==> src/rtl/serial_pkg.sv <==
// serial_pkg: shared state encoding and counter sizing for the bit-serial adder/subtractor
package serial_pkg;
  localparam logic [1:0] ST_IDLE  = 2'd0;
  localparam logic [1:0] ST_SHIFT = 2'd1;
  localparam logic [1:0] ST_DONE  = 2'd2;
  typedef enum logic [1:0] {S_IDLE = ST_IDLE, S_SHIFT = ST_SHIFT, S_DONE = ST_DONE} state_t;
  function automatic int cnt_w(input int w);
    return (w < 2) ? 1 : $clog2(w);
  endfunction
endpackage

==> src/rtl/serial_addsub_full_adder_bit.sv <==
// full_adder_bit: 1-bit full adder assembled from the 2-input gate library cells
module xor2 (
  input  logic a,
  input  logic b,
  output logic y
);
  assign y = a ^ b;
endmodule

module and2 (
  input  logic a,
  input  logic b,
  output logic y
);
  assign y = a & b;
endmodule

module or2 (
  input  logic a,
  input  logic b,
  output logic y
);
  assign y = a | b;
endmodule

module full_adder_bit (
  input  logic a,
  input  logic b,
  input  logic cin,
  output logic s,
  output logic cout
);
  logic p, g, t;
  xor2 u_x0 (.a(a),   .b(b),   .y(p));
  xor2 u_x1 (.a(p),   .b(cin), .y(s));
  and2 u_a0 (.a(a),   .b(b),   .y(g));
  and2 u_a1 (.a(cin), .b(p),   .y(t));
  or2  u_o0 (.a(g),   .b(t),   .y(cout));
endmodule

==> src/rtl/serial_addsub.sv <==
// serial_addsub: LSB-first bit-serial add/sub, one bit per clock; SERIAL_ADDSUB_OVF_EN adds signed overflow
module serial_addsub
  import serial_pkg::*;
#(
  parameter int WIDTH = 4
) (
  input  logic             clk,
  input  logic             rst,
  input  logic             start,
  input  logic             sub,
  input  logic [WIDTH-1:0] a,
  input  logic [WIDTH-1:0] b,
  output logic             busy,
  output logic             done,
  output logic [WIDTH-1:0] sum,
  output logic             cout
`ifdef SERIAL_ADDSUB_OVF_EN
  ,
`else
  ,
`endif
  output logic             ovf
);
  localparam int CW = cnt_w(WIDTH);
  state_t state_q, state_d;
  logic [CW-1:0] cnt_q, cnt_d;
  logic [WIDTH-1:0] a_q, a_d, b_q, b_d, r_q, r_d, sum_q, sum_d;
  logic c_q, c_d, cout_q, cout_d;
  logic fa_s, fa_c, last;
  full_adder_bit u_fa (.a(a_q[0]), .b(b_q[0]), .cin(c_q), .s(fa_s), .cout(fa_c));
  assign last = (state_q == S_SHIFT) && (cnt_q == CW'(WIDTH - 1));
  always_comb begin
    state_d = state_q;
    cnt_d   = cnt_q;
    a_d     = a_q;
    b_d     = b_q;
    r_d     = r_q;
    c_d     = c_q;
    sum_d   = sum_q;
    cout_d  = cout_q;
    unique case (state_q)
      S_IDLE: if (start) begin
        a_d     = a;
        b_d     = sub ? ~b : b;
        c_d     = sub;
        cnt_d   = '0;
        state_d = S_SHIFT;
      end
      S_SHIFT: begin
        a_d     = a_q >> 1;
        b_d     = b_q >> 1;
        r_d     = {fa_s, r_q[WIDTH-1:1]};
        c_d     = fa_c;
        cnt_d   = cnt_q + 1'b1;
        state_d = last ? S_DONE : S_SHIFT;
        sum_d   = last ? r_d : sum_q;
        cout_d  = last ? fa_c : cout_q;
      end
      default: state_d = S_IDLE;
    endcase
  end
  always_ff @(posedge clk) begin
    if (rst) begin
      state_q <= S_IDLE;
      cnt_q   <= '0;
      a_q     <= '0;
      b_q     <= '0;
      r_q     <= '0;
      c_q     <= 1'b0;
      sum_q   <= '0;
      cout_q  <= 1'b0;
    end else begin
      state_q <= state_d;
      cnt_q   <= cnt_d;
      a_q     <= a_d;
      b_q     <= b_d;
      r_q     <= r_d;
      c_q     <= c_d;
      sum_q   <= sum_d;
      cout_q  <= cout_d;
    end
  end
`ifdef SERIAL_ADDSUB_OVF_EN
  // c_q on the last step is the carry into the MSB
  logic ovf_q, ovf_d;
  assign ovf_d = last ? (c_q ^ fa_c) : ovf_q;
  always_ff @(posedge clk) ovf_q <= rst ? 1'b0 : ovf_d;
  assign ovf = ovf_q;
`else
  assign ovf = 1'b0;
`endif
  assign busy = (state_q == S_SHIFT);
  assign done = (state_q == S_DONE);
  assign sum  = sum_q;
  assign cout = cout_q;
endmodule

==> config.mk <==
export PLATFORM = sky130hd
export DESIGN_NAME = serial_addsub
export DESIGN_NICKNAME = d
export VERILOG_FILES = /design/src/rtl/serial_pkg.sv /design/src/rtl/serial_addsub_full_adder_bit.sv /design/src/rtl/serial_addsub.sv
export SDC_FILE = /design/constraint.sdc
export NUM_CORES = 1
export LEC_CHECK = 0
export ABC_AREA = 1
export CORE_MARGIN = 2
export CORE_UTILIZATION = 28
export DETAILED_ROUTE_END_ITERATION = 12
export PLACE_DENSITY = 0.62
export SLEW_MARGIN = 20
export SYNTH_ARGS = -nofsm -noshare
export SYNTH_HDL_FRONTEND = slang
export SYNTH_SLANG_ARGS = --single-unit
==> constraint.sdc <==
create_clock -name clk -period 1.1 [get_ports clk]
set_clock_uncertainty 0.05 [all_clocks]
set_input_delay 0.22 -clock clk [delete_from_list [all_inputs] [get_ports clk]]
set_output_delay 0.22 -clock clk [all_outputs]
set_load 0.01 [all_outputs]
---- Word-level counts from Yosys, hierarchy flattened ----
Index checks and enable logic that the tools add are counted.
word-level totals
  bits in registers ....................... 22
  input bits .............................. 12
  output and inout bits ................... 8
  logic and storage cells ................. 36
operators by class
  add/sub/neg operators ................... 1
  equality and inequality tests ........... 4
  mux-type cells .......................... 12
  bitwise operators ....................... 6
  reductions and logical operators ........ 5
operators by type and width
  kind                   number
  $pmux W4 S2            2
  $mux W4                3
  $pmux W2 S2            2
  $mux W2                3
  $eq A2 B2 Y1 const B   2
  $not A4 Y4             1
  $reduce_and A2 Y1      2
  $add A2 B1 Y2 const B  1
  $and A1 B1 Y1          2
  $eq A2 B1 Y1 const B   1
  $logic_not A2 Y1       1
  $ne A2 B2 Y1 const B   1
  $pmux W1 S2            1
  $reduce_bool A2 Y1     1
  $xor A1 B1 Y1          2
  $logic_and A1 B1 Y1    1
  $mux W1                1
  $or A1 B1 Y1           1

---- Logic depth before layout (Yosys ltp) ----
Gate-level depths: netlist of run 1.
  word-level depth ........................ 4
  mapped depth ............................ 8
  gate-level depth less buffers ........... 7

---- Modules after synthesis ----
From an unflattened synthesis of run 1, not the netlist that was laid out.
second synthesis, totals
  cells, all modules ...................... 153
  area, all modules ....................... 1,001.0 µm²
by module, submodules not included
  module         instances  cells an instance  area each (µm²)
  serial_addsub  1          136                937.1
  xor2           2          5                  18.8
  and2           2          2                  7.5
  or2            1          3                  11.3

---- Worst setup path before layout of run 1 ----
OpenSTA, ideal clock, no wires.
  kind .................................... register to register
  from .................................... register c_q
  to ...................................... register sum_q[3], in the netlist sum[3]
  setup time .............................. 70 ps
  arrival time ............................ 1,032 ps
  path slack .............................. -52 ps
  cell stages (with the launch flop) ...... 4
  path buffers ............................ 0
  cell sequence ........................... dfxtp_1 -> fa_1 -> nand3_1 -> a21oi_1
between the ends
  longest elaborated chain between the ends .. 1
ends and longest elaborated chain
  item                    RTL line                           source
  from (decl)             serial_addsub.sv:28                logic c_q, c_d, cout_q, cout_d;
  from (signal assigned)  serial_addsub.sv:69                c_q <= 1'b0;
  from (signal assigned)  serial_addsub.sv:78                c_q <= c_d;
  $xor A1 B1 Y1           serial_addsub_full_adder_bit.sv:7  assign y = a ^ b;
  net fa_s                serial_addsub.sv:29                logic fa_s, fa_c, last;
  to (signal assigned)    serial_addsub.sv:79                sum_q <= sum_d;
  to (decl)               serial_addsub.sv:27                logic [WIDTH-1:0] a_q, a_d, b_q, b_d, r_q, r_d, sum_q, sum_d;
The timed path passes the listed nets, and every way through them passes these cells.
A chain may end at the register's enable or synchronous reset.

---- Worst setup path in the final report of run 1 ----
  from .................................... register state_q[1]
  to ...................................... output busy
between the ends
  longest elaborated chain between the ends .. 1
ends and longest elaborated chain
  item                    RTL line             source
  from (decl)             serial_addsub.sv:25  state_t state_q, state_d;
  from (signal assigned)  serial_addsub.sv:73  state_q <= state_d;
  $eq A2 B1 Y1            serial_addsub.sv:92  assign busy = (state_q == S_SHIFT);
  to (decl)               serial_addsub.sv:13  output logic busy,
Every way passes these cells.

==> results of run 1 <==
[logic make-up (layout without fill, tap and decap cells)]
kind of cell    after synthesis  in the layout  share of synthesized area [%]
buf+inv                      23             60                           12.0
fa+ha+maj                     2              2                           3.31
simple gates                 79             79                           31.8
other cells                   1              1                          0.382
xor+xnor                      1              1                          0.892
compound gates               15             15                           8.79
flops                        21             21                           42.8
[registers in the layout (all words and copies together) (netlist names)]
signal   flops
a_q          4
b_q          4
sum          4
r_q          3
cnt_q        2
state_q      2
c_q          1
cout         1
[final cells by class]
cell class | instances | area, um2 | area share [%]
inverter | 17 | 66.3 | 4.45
clock buffer | 4 | 26.3 | 1.76
tap | 46 | 57.6 | 3.86
sequential | 21 | 434 | 29.1
timing repair buffer | 39 | 349 | 23.4
multi-input combinational | 98 | 558 | 37.4
[how the worst max path moves through the flow]
stage                   to  cells past startpoint       start
floorplan           sum[3]                      3      a_q[0]
global placement    b_q[2]                      7       start
detailed placement  b_q[3]                      5       start
CTS                 sum[3]                      3      a_q[0]
global route        r_q[3]                      3         c_q
finish                busy                      4  state_q[1]
[critical path, delay by kind of cell, from the launching register on]
kind,cells,cell delay (ns)
buffers and inverters,3,0.24
AND/OR/NAND/NOR,1,0.07
flip-flops,1,0.34
[layer usage]
layer	track usage, %	vias to the layer above	part of all wire (%)
li1	-	505	-
met1	15.6	420	43
met2	18.8	25	51
met3	2.68	2	5.7
met4	3.26	0	0.86
met5	0	-	0
[power groups by stage]
| stage | combinational [mW] | clock (mW) | sequential [mW] |
|---|---|---|---|
| 2_1_floorplan | 0.181 | 0 | 0.841 |
| 3_3_place_gp | 0.287 | 0 | 0.843 |
| 3_5_place_dp | 0.289 | 0 | 0.845 |
| 4_1_cts | 0.354 | 0.384 | 0.831 |
| 5_1_grt | 0.413 | 0.425 | 0.839 |
| 6_report | 0.367 | 0.383 | 0.834 |
[repair_timing]
item,in CTS,in global routing
gates cloned,1,1
gates resized for setup,54,24
setup buffers,4,2
setup endpoints to repair,20,22
pin swaps,11,20
[stage by stage]
stage	instances	setup TNS (ns)	hold WS (ns)
detailed placement	216	-4.12	0.409
CTS	224	-0.809	0.421
global route	225	-2.11	0.423
finish	225	-0.747	0.421
global placement	216	-3.98	0.404
floorplan	142	-0.0490	0.321
[placed cells by master (no fill, tap or decap), types with 4 or more instances in the layout]
| cell type | instances |
|---|---|
| inv_2 | 4 |
| buf_2 | 6 |
| nor2_1 | 19 |
| nand2_1 | 36 |
| a21oi_2 | 6 |
| buf_4 | 15 |
| dfxtp_1 | 12 |
| o21ai_1 | 5 |
| inv_1 | 12 |
| clkdlybuf4s50_1 | 11 |
| nand2_2 | 9 |
| dfxtp_2 | 8 |
| buf_6 | 5 |
| nand3_1 | 7 |
==> flow_summary.yaml, run 1 <==
run_status:
  outcome: "complete, but fails checks"
  violations: "negative setup slack"
die:
  std_cell_rows: 21
  placeableCoreArea_mm2: 0.00336
  die_x_um: 63.2
  die_area_mm2: 0.00400
  design.portCount: 20
  dieHeight_um: 63.2
  initial_core_util_pct: 29.2
synth:
  ys_warn_count: 0
  yosysMostFrequentCell: "nand2_1"
  share_of_the_synthesized_area_in_the_top_cell_type_pct: 42.8
  post_synth_instance_area_um2: 982
  synth-edff-count: 0
  synth.top_cells.by_count: "nand2_1, dfxtp_1, nor2_1"
  ys_async_sr_fraction_pct: 0
  synth_cell_types: 21
  dominantRegCellSynth: "dfxtp_1"
  post-synth-top-area-cell: "dfxtp_1"
  postSynthNetCount: 156
  number_of_standard_cells_after_synthesis: 142
  ys_seq_elements: 21
  synthTopCellsByArea: "dfxtp_1, nand2_1, nor2_1, inv_1, nand3_1"
  ys_seq_area_share_pct: 42.8
  syn-mean-instance-area_um2: 6.92
pwr:
  leakagePower_nw: 0.701
  p_sw_share_pct: 28.6
  relative_contribution_of_sequential_cells_to_total_power_pct: 52.6
  clock_power_share_pct: 24.2
  max-vdd-ir-drop_mv: 0.363
  cellInternalPower_mw: 1.13
  net-switching-power_mw: 0.453
  total_power_mw: 1.58
  pwr_density_cell_mw_per_mm2: 1060
  pwr-share-comb_pct: 23.2
hold_path:
  holdPathEnd: "a_q[3]"
  worstHoldPathCells: 3
  hold_path_class: "in2reg"
  hold_path_startpoint: "a[3]"
placed_design:
  detailed_place.area_mm2: 0.00130
  routabilityCongestion: 0.717
  dpl_worst_slack_ns: -0.306
  detailedPlacementHpwl_um: 1500
  port-buffer-count: 18
route:
  ant_nets: 0
  drt_drc_violations_left: 0
  detailedRoute.firstPassIterationCount: 4
  wire_per_inst_um: 9.82
  vias: 952
  drtIter0Drc: 32
  detail_route.wirelength_um: 2210
  routed_via_density: 4.23
grt:
  first_global_vias: 792
  grt_max_degree: 14
  aggregate_global_route_resource_usage_pct: 11.6
  grt_pass1_wl_um: 3660
  overflow: 0
  initial_antenna_violation_count: 0
timing:
  finalWorstSetupSlack_ns: -0.126
  fmax_mhz: 816
  hold_viol: 0
  share_of_the_clock_period_used_by_the_worst_path_after_layout_pct: 111
  post-route-min-period_ns: 1.23
  setup_repair_after_global_routing_missed_its_margin: "true"
  report.final.slew_viol_count: 0
  setup_viol: 15
cts:
  hold_buffers: 0
  insertion_delay_ns: 0.31
  clk_root_buffer_cell: "clkbuf_4"
  cts_tree: "built"
  clock_tree.htree_level_count: 1
  cts-buffers-inserted: 3
  cts.reportedPaths.clkPinSlew_ns: 0.11
  clockBufferDepth: 2
  cts.sinks: 21
finish:
  flow.area_growth_from_synthesis_pct: 51.8
  final_cell_area_mm2: 0.00149
  drive_gt1_share_pct: 39.7
  nets: 194
  finalCoreUtilization_pct: 44.3
  antenna-diode-count: 0
  number_of_fillers_in_the_final_layout: 360
critical_path:
  rr_endpoint: "sum[3]"
  cp_slowest_cell: "dfxtp_2"
  cp_slowest_stage_delay_ns: 0.34
  critical_path_arrival_ns: 0.96
  setup.worst_path.start_class: "flop"
  worstReg2RegStart: "c_q"
  r2r_setup_slack_ns: -0.11
  worst-endpoint-required_ns: 0.83
  worst_r2r_path_depth: 3
  kind_of_end_point_of_the_critical_path: "output port"
  critical_path.cell_chain: "inv_2, nand2_4, inv_4, buf_6"
  cp_max_fo: 3
  critPathKind: "reg2out"
run:
  max-cap-violations: 0
No activity file was read; power rests on OpenSTA's default activity.
==> run 2: changes to the inputs <==
ABC_AREA = 0   (was 1)
CORE_UTILIZATION = 40   (was 28)
CTS_CLUSTER_SIZE = 20   (was default)
PLACE_DENSITY = 0.79   (was 0.62)
==> flow_summary.yaml, run 2 <==
critical_path:
  worst-endpoint-required_ns: 0.83
  setup.worst_path.start_class: "flop"
  buffers_and_inverters_on_the_worst_path: 2
  critical_path.cell_chain: "buf_6, nor2b_4, buf_6"
  critical_path_arrival_ns: 1.01
  kind_of_end_point_of_the_critical_path: "output port"
  critPathKind: "reg2out"
  cp_slowest_cell: "dfxtp_2"
  critical-path-top-delay-family: "flip-flops"
  dominant_cell_type_by_count_on_the_critical_path: "buf_6"
  cp_slowest_stage_delay_ns: 0.34
  cp_max_fo: 3
synth:
  postSynthNetCount: 105
  synth_mux_area_share_pct: 7.50
  synthTopCellsByArea: "dfxtp_1, mux2i_1, a211oi_2, a22oi_1, buf_6"
  synth_fa_ha_area_share_pct: 3.48
  ys_seq_area_share_pct: 45.0
  post-synth-top-area-cell: "dfxtp_1"
  syn-mean-instance-area_um2: 10.3
  share_of_the_synthesized_area_in_compound_gates_ao_oa_aoi_oai_pct: 19.3
  share_of_the_synthesized_area_in_the_top_cell_type_pct: 45.0
  post_synth_instance_area_um2: 935
  ys_warn_count: 0
  synth.top_cells.by_count: "dfxtp_1, nor2_1, mux2i_1"
  yosys.area_share.xor_xnor_pct: 3.75
  dominantRegCellSynth: "dfxtp_1"
  synth-edff-count: 0
  number_of_standard_cells_after_synthesis: 91
  yosysMostFrequentCell: "dfxtp_1"
  synth_top_family_by_area: "compound AO/OA/AOI/OAI gates"
  ys_seq_elements: 21
  ys_async_sr_fraction_pct: 0
  post_synth_and_or_nand_nor_area_fraction_pct: 15.0
  synth_cell_types: 27
route:
  wl_met3_um: 93
  ant_nets: 0
  detailedRoute.firstPassIterationCount: 4
  wire_per_inst_um: 14.1
  drt_drc_violations_left: 0
  drtIter0Drc: 11
  wl_met2_um: 1150
  highest_layer: "met4"
  detail_route.wirelength_um: 2200
  vias: 798
  routed_via_density: 5.12
  met1Wirelength_um: 916
grt:
  first_global_vias: 762
  initial_antenna_violation_count: 0
  overflow: 0
  grt_pass1_wl_um: 3400
  grt_max_degree: 19
  aggregate_global_route_resource_usage_pct: 16.8
cts:
  clockBufferDepth: 2
  insertion_delay_ns: 0.30
  cts.sinks: 21
  clk_root_buffer_cell: "clkbuf_4"
  cts-buffers-inserted: 3
  hold_buffers: 0
  clock_tree.htree_level_count: 1
  cts.reportedPaths.clkPinSlew_ns: 0.12
  cts_tree: "built"
finish:
  nets: 143
  antenna-diode-count: 0
  mostFrequentLayoutCells: "buf_4, dfxtp_1, clkdlybuf4s50_1, dfxtp_2"
  final_common_cell: "buf_4"
  number_of_fillers_in_the_final_layout: 181
  flow.area_growth_from_synthesis_pct: 51.0
  drive_gt1_share_pct: 54.7
die:
  placeableCoreArea_mm2: 0.00221
  die_x_um: 52.3
  std_cell_rows: 17
  die_area_mm2: 0.00274
  dieHeight_um: 52.3
  initial_core_util_pct: 42.3
  design.portCount: 20
hold_path:
  hold_path_class: "reg2reg"
pwr:
  total_power_mw: 1.56
  pwr_density_cell_mw_per_mm2: 1110
  leakagePower_nw: 0.551
  max-vdd-ir-drop_mv: 0.717
placed_design:
  detailedPlacementHpwl_um: 1470
  port-buffer-count: 18
  routabilityCongestion: 0.721
  dpl_worst_slack_ns: -0.393
run_status:
  violations: "negative setup slack"
  outcome: "complete, but fails checks"
timing:
  hold_viol: 0
  share_of_the_clock_period_used_by_the_worst_path_after_layout_pct: 116
  setup_viol: 21
  report.final.slew_viol_count: 0
  setup_repair_after_global_routing_missed_its_margin: "true"
  post-route-min-period_ns: 1.28
  fmax_mhz: 783
  finalWorstSetupSlack_ns: -0.177
run:
  max-cap-violations: 0
## run 2: power by group
| group | leakage (nW) | internal [mW] | switching (mW) |
|---|---|---|---|
| Combinational | 0.357 | 0.202 | 0.153 |
| Clock | 0.0177 | 0.135 | 0.238 |
| Sequential | 0.176 | 0.801 | 0.0336 |
| Total | 0.551 | 1.14 | 0.425 |
## run 2: metrics by stage
stage / utilization, % / hold WS [ns] / TNS, ns / cell area [um2] / cells
4_1_cts: 61.3 / 0.412 / -1.94 / 1360 / 154
2_1_floorplan: - / 0.279 / -0.0711 / 948 / 91
5_1_grt: 63.8 / 0.444 / -3.37 / 1410 / 156
3_3_place_gp: 55.5 / 0.394 / -4.11 / 1230 / 144
6_report: 63.8 / 0.417 / -2.02 / 1410 / 156
3_5_place_dp: 55.5 / 0.401 / -5.05 / 1230 / 144
## run 2: cell families (layout without fill, tap and decap cells)
kind of cell	after synthesis	after routing
AOI/OAI and AO/OA	22	22
xor gates and xnor gates	4	4
and+or+nand+nor	27	27
DFF	21	21
other	1	1
buffers and inverters	7	44
muxes	7	7
adders and majority gates	2	2
## run 2: final timing paths
check | from | end | slack (ns) | cells past startpoint
hold reg to reg | r_q[1] | sum[0] | 0.42 | 2
setup / recovery | state_q[1] | busy | -0.18 | 3
setup reg to reg | state_q[1] | a_q[1] | -0.16 | 6
hold / removal | r_q[1] | sum[0] | 0.42 | 2
## run 2: final cells by class
type	count	area (um2)	area share (%)
Multi-Input combinational cell	63	553	39.2
Sequential cell	21	433	30.7
Tap cell	28	35.0	2.48
Timing Repair Buffer	40	363	25.7
Clock buffer	3	22.5	1.60
Clock inverter	1	5.00	0.355
## run 2: what timing repair did
item | in CTS | in global routing
resized for setup | 53 | 9
pin swaps | 15 | 13
buffers inserted | 7 | 2
endpoints found under the hold margin | 0 | 0
setup endpoints to repair | 24 | 23
## run 2: metal layers
metal,vias to the layer above,GRT usage (%)
li1,396,-
met1,380,20.1
met2,18,28.7
met3,4,3.71
met4,0,6.84
met5,-,0
## run 2: tightest hold or removal path, stage by stage, from the launching register on
cell and delay [ns]:
dfxtp_1 0.33, nand3_1 0.06, a21oi_1 0.05
